`src/rtl/hd44780_bus_sequencer.sv`:
```
// rtl/hd44780_bus_sequencer.sv - HD44780 8-bit parallel bus write sequencer
//
// Accepts one byte write at a time (valid/ready) and plays it onto the LCD
// bus as SETUP -> E PULSE -> HOLD -> execution WAIT, each phase counted in
// clk cycles. Clear/home commands (rs=0, 0x01..0x03) get the long wait.
//
// Optional feature macro: HD44780_INIT_EN
//   defined   : after reset wait T_POWERUP, then write the 8-bit init
//               sequence 0x30,0x30,0x30,0x38,0x08,0x01,0x06,0x0C before
//               raising init_done and accepting requests.
//   undefined : no init logic, init_done is held at 1.
//
// Ports
//   clk        in   sole clock, rising edge
//   rst        in   asynchronous active-low reset
//   in_valid   in   requester offers a write
//   in_ready   out  sequencer accepts a write (IDLE and init_done)
//   in_rs      in   0 = command, 1 = data
//   in_data    in   [7:0] byte to write
//   lcd_rs     out  registered register-select
//   lcd_rw     out  always 0 (write only)
//   lcd_e      out  registered enable strobe
//   lcd_db     out  [7:0] registered data bus
//   init_done  out  init sequence complete

module hd44780_bus_sequencer #(
  parameter int unsigned T_SETUP   = 2,
  parameter int unsigned T_PULSE   = 12,
  parameter int unsigned T_HOLD    = 12,
  parameter int unsigned T_EXEC    = 1000,
  parameter int unsigned T_LONG    = 41000,
  parameter int unsigned T_POWERUP = 400000
) (
  input  logic       clk,
  input  logic       rst,
  input  logic       in_valid,
  output logic       in_ready,
  input  logic       in_rs,
  input  logic [7:0] in_data,
  output logic       lcd_rs,
  output logic       lcd_rw,
  output logic       lcd_e,
  output logic [7:0] lcd_db,
  output logic       init_done
);

  function automatic int unsigned max_t(input int unsigned a, input int unsigned b);
    return (a > b) ? a : b;
  endfunction

  // The counter only ever holds N-1 for the largest phase, so it needs
  // enough bits for T_MAX-1; keep at least one bit.
  localparam int unsigned T_MAX = max_t(max_t(max_t(T_SETUP, T_PULSE), max_t(T_HOLD, T_EXEC)),
                                        max_t(T_LONG, T_POWERUP));
  localparam int unsigned CNT_W = (T_MAX > 1) ? $clog2(T_MAX) : 1;

  localparam logic [CNT_W-1:0] LD_SETUP = CNT_W'(T_SETUP - 1);
  localparam logic [CNT_W-1:0] LD_PULSE = CNT_W'(T_PULSE - 1);
  localparam logic [CNT_W-1:0] LD_HOLD  = CNT_W'(T_HOLD - 1);
  localparam logic [CNT_W-1:0] LD_EXEC  = CNT_W'(T_EXEC - 1);
  localparam logic [CNT_W-1:0] LD_LONG  = CNT_W'(T_LONG - 1);
`ifdef HD44780_INIT_EN
  localparam logic [CNT_W-1:0] LD_POWERUP = CNT_W'(T_POWERUP - 1);
`endif

  typedef enum logic [2:0] {
    S_IDLE,
    S_SETUP,
    S_PULSE,
    S_HOLD,
    S_WAIT
`ifdef HD44780_INIT_EN
    ,
    S_INIT_WAIT,
    S_INIT_LOAD
`endif
  } state_t;

  state_t           state_q, state_d;
  logic [CNT_W-1:0] cnt_q, cnt_d;
  logic             lcd_rs_q, lcd_rs_d;
  logic [7:0]       lcd_db_q, lcd_db_d;
  logic             lcd_e_q, lcd_e_d;
  logic             in_ready_q, in_ready_d;
  logic             init_done_q, init_done_d;
  logic             long_wait;

`ifdef HD44780_INIT_EN
  logic [2:0]       idx_q, idx_d;

  function automatic logic [7:0] init_cmd(input logic [2:0] idx);
    case (idx)
      3'd0:    return 8'h30;
      3'd1:    return 8'h30;
      3'd2:    return 8'h30;
      3'd3:    return 8'h38;
      3'd4:    return 8'h08;
      3'd5:    return 8'h01;
      3'd6:    return 8'h06;
      default: return 8'h0C;
    endcase
  endfunction
`endif

  // lcd_rs_q/lcd_db_q double as the captured request, so the wait choice
  // looks at them directly. The very first init write (0x30) also needs
  // the long wait even though it is not a clear/home command.
  always_comb begin
    long_wait = !lcd_rs_q && ((lcd_db_q == 8'h01) || (lcd_db_q == 8'h02) || (lcd_db_q == 8'h03));
`ifdef HD44780_INIT_EN
    if (!init_done_q && (idx_q == 3'd0)) begin
      long_wait = 1'b1;
    end
`endif
  end

  always_comb begin
    state_d     = state_q;
    cnt_d       = cnt_q;
    lcd_rs_d    = lcd_rs_q;
    lcd_db_d    = lcd_db_q;
    init_done_d = init_done_q;
`ifdef HD44780_INIT_EN
    idx_d       = idx_q;
`endif

    case (state_q)
      S_IDLE: begin
        if (in_valid && in_ready_q) begin
          lcd_rs_d = in_rs;
          lcd_db_d = in_data;
          state_d  = S_SETUP;
          cnt_d    = LD_SETUP;
        end
      end

      S_SETUP: begin
        if (cnt_q == '0) begin
          state_d = S_PULSE;
          cnt_d   = LD_PULSE;
        end else begin
          cnt_d = cnt_q - CNT_W'(1);
        end
      end

      S_PULSE: begin
        if (cnt_q == '0) begin
          state_d = S_HOLD;
          cnt_d   = LD_HOLD;
        end else begin
          cnt_d = cnt_q - CNT_W'(1);
        end
      end

      S_HOLD: begin
        if (cnt_q == '0) begin
          state_d = S_WAIT;
          cnt_d   = long_wait ? LD_LONG : LD_EXEC;
        end else begin
          cnt_d = cnt_q - CNT_W'(1);
        end
      end

      S_WAIT: begin
        if (cnt_q == '0) begin
`ifdef HD44780_INIT_EN
          if (init_done_q) begin
            state_d = S_IDLE;
          end else if (idx_q == 3'd7) begin
            init_done_d = 1'b1;
            state_d     = S_IDLE;
          end else begin
            idx_d   = idx_q + 3'd1;
            state_d = S_INIT_LOAD;
          end
`else
          state_d = S_IDLE;
`endif
        end else begin
          cnt_d = cnt_q - CNT_W'(1);
        end
      end

`ifdef HD44780_INIT_EN
      S_INIT_WAIT: begin
        if (cnt_q == '0) begin
          state_d = S_INIT_LOAD;
        end else begin
          cnt_d = cnt_q - CNT_W'(1);
        end
      end

      // Behaves like an internal transfer: load the next init command
      // into the bus registers and start its SETUP phase.
      S_INIT_LOAD: begin
        lcd_rs_d = 1'b0;
        lcd_db_d = init_cmd(idx_q);
        state_d  = S_SETUP;
        cnt_d    = LD_SETUP;
      end
`endif

      default: begin
        state_d = S_IDLE;
      end
    endcase

    // Bus outputs are registered in step with the state, so lcd_e is high
    // for exactly the cycles spent in PULSE.
    lcd_e_d    = (state_d == S_PULSE);
    in_ready_d = (state_d == S_IDLE) && init_done_d;
  end

  always_ff @(posedge clk or negedge rst) begin
    if (!rst) begin
`ifdef HD44780_INIT_EN
      state_q     <= S_INIT_WAIT;
      cnt_q       <= LD_POWERUP;
      init_done_q <= 1'b0;
      idx_q       <= 3'd0;
`else
      state_q     <= S_IDLE;
      cnt_q       <= '0;
      init_done_q <= 1'b1;
`endif
      lcd_rs_q    <= 1'b0;
      lcd_db_q    <= 8'h00;
      lcd_e_q     <= 1'b0;
      in_ready_q  <= 1'b0;
    end else begin
      state_q     <= state_d;
      cnt_q       <= cnt_d;
      init_done_q <= init_done_d;
`ifdef HD44780_INIT_EN
      idx_q       <= idx_d;
`endif
      lcd_rs_q    <= lcd_rs_d;
      lcd_db_q    <= lcd_db_d;
      lcd_e_q     <= lcd_e_d;
      in_ready_q  <= in_ready_d;
    end
  end

  assign in_ready  = in_ready_q;
  assign lcd_rs    = lcd_rs_q;
  assign lcd_rw    = 1'b0;
  assign lcd_e     = lcd_e_q;
  assign lcd_db    = lcd_db_q;
  assign init_done = init_done_q;

endmodule

```
`config.mk`:
```
export PLATFORM = sky130hd
export DESIGN_NAME = hd44780_bus_sequencer
export DESIGN_NICKNAME = d
export VERILOG_FILES = /design/src/rtl/hd44780_bus_sequencer.sv
export SDC_FILE = /design/constraint.sdc
export NUM_CORES = 1
export LEC_CHECK = 0
export CORE_MARGIN = 3
export CORE_UTILIZATION = 59
export DETAILED_ROUTE_END_ITERATION = 16
export GPL_TIMING_DRIVEN = 0
export PLACE_DENSITY = 0.86
export SKIP_LAST_GASP = 1
export SYNTH_ARGS = -nofsm -noshare
export SYNTH_HDL_FRONTEND = slang
export SYNTH_SLANG_ARGS = --single-unit
```
`constraint.sdc`:
```
create_clock -name clk -period 5.45 [get_ports clk]
set_clock_uncertainty 0.15 [all_clocks]
set_input_delay 0.545 -clock clk [delete_from_list [all_inputs] [get_ports clk]]
set_output_delay 0.545 -clock clk [all_outputs]
set_load 0.03 [all_outputs]
```
* Word-level counts from Yosys, hierarchy flattened
Cells that the tools add are included.
** Cells by class
- $add $sub $neg :: 1
- Equality and inequality tests :: 10
- Muxes and demuxes :: 12
- Reductions and logical operators :: 12
** Operators by type and width (number)
- $mux 19 :: 4
- $pmux 19 s4 :: 1
- $logic_not 19->1 :: 1
- $sub 19x1->19 const B :: 1
- $eq 8x2->1 const B :: 2
- $mux 16 :: 1
- $mux 3 :: 5
- $pmux 3 s5 :: 1
- $eq 3x2->1 const B :: 3
- $eq 8x1->1 const B :: 1
- $logic_not 3->1 :: 2
- $ne 2x2->1 const B :: 2
- $reduce_bool 4->1 :: 1
- $eq 3x1->1 const B :: 1
- $eq 3x3->1 const B :: 1
- $reduce_and 3->1 :: 1
- $logic_and 1x1->1 :: 2
- $logic_or 1x1->1 :: 2
- $reduce_and 2->1 :: 1
- $reduce_or 2->1 :: 1
- $logic_not 1->1 :: 1
** Word-level totals
- Flip-flop bits (word level) :: 33
- Bits of input ports :: 12
- Output and inout port bits :: 13
- Word-level logic and storage cells :: 41

* Logic depth before layout (Yosys ltp)
- Depth after elaboration :: 7
- Gate-level depth with buffers :: 8
- Mapped depth without buffers :: 7

* Least setup slack after synthesis
Ideal clock, no wire load.
- Path kind :: register to register
- From :: register cnt_q[0]
- To :: register cnt_q[9]
- Library setup time :: 0.129 ns
- Arrival :: 2.427 ns
- Required time :: 5.171 ns
- Setup slack :: 2.744 ns
- Stages on the path, launching flop included :: 9
- Clock period less this slack :: 2.706 ns
- Cells stage by stage :: dfrtp_1 > inv_1 > ha_1 > or3b_1 > or4_4 > buf_6 > o2111ai_2 > o211ai_1 > a2111o_1
** Between the ends
- Cells in the longest elaborated chain, start to end :: 3
- Elaborated cells on any way between the ends :: 8
** RTL lines
- start, declared :: line 80 : logic [CNT_W-1:0] cnt_q, cnt_d;
- start signal, assigned :: line 232 : cnt_q <= cnt_d;
- $sub 19x1->19 or $logic_not 19->1 (tied branches)
- $mux 19 (tied with other cells) :: line 165 : if (cnt_q == '0) begin
- $pmux 19 s4 or $reduce_and 3->1 (tied branches)
Several ways; a longest one is shown, not always the timed one. The select of a mux whose other input is x is not followed.
A chain may end at the register's enable or synchronous reset.

* Final worst setup path
- From :: register cnt_q[1]
- To :: register cnt_q[5]
Same word-level chain as after synthesis.

==> out/results.tsv <==
metric	value	unit
num-fill-cells	226	
port_buffers	22	
antenna_found_initial	0	
tns	0	ns
numCtsBuffers	5	
synth_top_cell_by_area	dfrtp_1	
critPathMaxFanout	9	
synthToLayoutAreaGrowth	17.61	%
finalSetupViolations	0	
regToRegEndpoint	cnt_q[5]$_DFFE_PN0P_	
post-route-util	73.86	%
r2r_start	cnt_q[1]$_DFFE_PN0P_	
synth-main-ff-cell	dfrtp_1	
path_depth	7	
drive_gt1_share	13.42	%
setup_ws	2.506	ns
clk_latency	0.34	ns
nets	243	
via_per_inst	6.509	
synth_top_area_share	42.72	%
overflow	0	
postSynthAreaPerCell	9.617	um^2
rows	20	
critPathRequiredTime	5.57	ns
cp_top_family	simple AND/OR/NAND/NOR gates	
synthCells	201	
cp.arrival	3.07	ns
slew_violations	0	
ys_warn_count	0	
hpwl	3492	um
cts_sinks	33	
dr_wl_met3	384	um
outcome	finished, final reports clean	
grt_pass1_vias	1784	
start_util	62.80	%
drt-met1-wl	1955	um
grt_usage	26.14	%
drc	0	
critPathLaunchType	flip-flop	
cts_hold_buffers	0	
antenna_cells	0	
fmax	0.3396	GHz
fp.dieArea	3999	um^2
die_x	63.24	um
slew_headroom	52.99	%
num_vias	1790	
routedWlPerCell	17.11	um
routed_wl	4704	um
num_io_pins	25	
cts_max_path_buffers	2	
vdd_drop_max	0.1272	mV
dr.max_layer_used	met4	
maxCapViolCount	0	
hp-class	input pin to async pin	
tightest_slew	0.7052	ns
htreeDepth	2	
syn_area	1933	um^2
dp.cells	267	
cts.clk_slew.worst_paths	0.11	ns
slowest_stage	nor4_4	
crit_type	flip-flop to flip-flop	
power_density	183.8	nW/um^2
r2r_cells	7	
drt_iter0_drc	215	
rsz0062_at_grt	false	
p_leak	0.0009256	uW
core_area	3078	um^2
yosys.cell_types.count	54	
wl_met2	2236	um
cp-end-kind	flip-flop	
synthArstFlopShare	100.0	%
slowest_delay	0.57	ns
synth.most_common_cell	dfrtp_1	
grt_pass1_wl	8259	um
ys_ff_latch	33	
synth-edff-count	0	
cts-root-buf	clkbuf_4	
antenna_left	0	
critPathBufInv	1	
grt_max_degree	34	
hold_viol	0	
period_needed	2.944	ns
post-route-period-util	54.03	%
cts_tree	built	
synthTopCellsByCount	33 x dfrtp_1, 14 x nor2_1, 14 x nor3_1	
worst-r2r-setup-slack	2.51	ns
crit_chain	inv_1 > ha_1 > or3b_1 > nor4_4 > a21oi_1 > nor2_1 > a221o_1	
ys_top_cells_by_area	dfrtp_1 43%, mux2_2 5.2%, nor3_1 3.6%	
syn-num-nets	214	
place_congestion	0.9401	
dr.pass1.iters	5	
power	417.9	uW
ctsResizeCount	0	
post-cts-setup-buffer-count	0	
yosysSeqAreaShare	42.72	%
place_ws	2.558	ns
final_cells	275	
die_h	63.24	um
## cells in the final DEF (no fill, tap or decap), types with 4 or more instances in the layout
master           count
nor2_1              14
dfrtp_1             33
inv_1                8
a31oi_1              4
nand2_1              6
nor3_1              14
o22ai_1              6
o21ai_0              8
clkbuf_4             5
nand3_1              4
mux2_2               9
a21o_1               5
a21oi_1             10
or3_1                5
o21ai_1              4
clkdlybuf4s50_1     21
a22o_1               6
clkbuf_1             8
## cells by family after synthesis
group,synth area share [%]
buf+inv,5.242
simple gates,20.39
compound gates,24.01
mux,5.243
fa+ha+maj,0.6471
xor+xnor,1.359
other cells,0.3885
flops,42.72
## how the worst max path moves through the flow
stage,start,to
after floorplan,cnt_q[0]$_DFFE_PN0P_,cnt_q[9]$_DFFE_PN0P_
after global placement,cnt_q[0]$_DFFE_PN0P_,cnt_q[9]$_DFFE_PN0P_
after detailed placement,cnt_q[0]$_DFFE_PN0P_,cnt_q[9]$_DFFE_PN0P_
after CTS,cnt_q[1]$_DFFE_PN0P_,cnt_q[9]$_DFFE_PN0P_
after global routing,cnt_q[1]$_DFFE_PN0P_,cnt_q[0]$_DFFE_PN0P_
final,cnt_q[1]$_DFFE_PN0P_,cnt_q[5]$_DFFE_PN0P_
## routing by layer
layer	up-vias	global-route usage (%)
met4	0	12.40
met5	-	0
met3	17	7.308
li1	823	-
met2	99	41.11
met1	851	33.26
## state kept, by name (all words and copies together), names as in the netlist
signal and count:
state_q 3, lcd_rs 1, lcd_db 8, lcd_e 1, cnt_q 19, in_ready 1
## worst reg2reg max path, cell delays in order, from the launching register on
cell and delay, ns:
dfrtp_1 0.42, inv_1 0.09, ha_1 0.20, or3b_1 0.49, nor4_4 0.57, a21oi_1 0.26
nor2_1 0.46, a221o_1 0.24
## power by group
group          internal, uW  switching [uW]
Clock                  74.7            83.8
Sequential              245               0
Combinational          7.44            7.34
Total                   327            91.1
## metrics by stage
| step | area, um^2 | hold slack (ns) |
|---|---|---|
| CTS | 2278 | 0.3919 |
| detailed placement | 2208 | 0.3703 |
| floorplan | 1933 | 0.09941 |
| finish | 2273 | 0.08721 |
| global route | 2273 | 0.1392 |
| global placement | 2208 | 0.3245 |
## cell type report
| class | count | area (um^2) | share of cell area [%] |
|---|---|---|---|
| repair buffers | 22 | 215.2 | 9.466 |
| inverters | 8 | 30.03 | 1.321 |
| multi-input cells | 147 | 1006 | 44.25 |
| flip-flops and latches | 33 | 825.8 | 36.32 |
| well taps | 44 | 55.05 | 2.422 |
| clock inverters | 1 | 5.005 | 0.2201 |
| clock buffers | 7 | 65.06 | 2.862 |
| plain buffers | 13 | 71.32 | 3.137 |
Power figures use the tool's default switching activity.
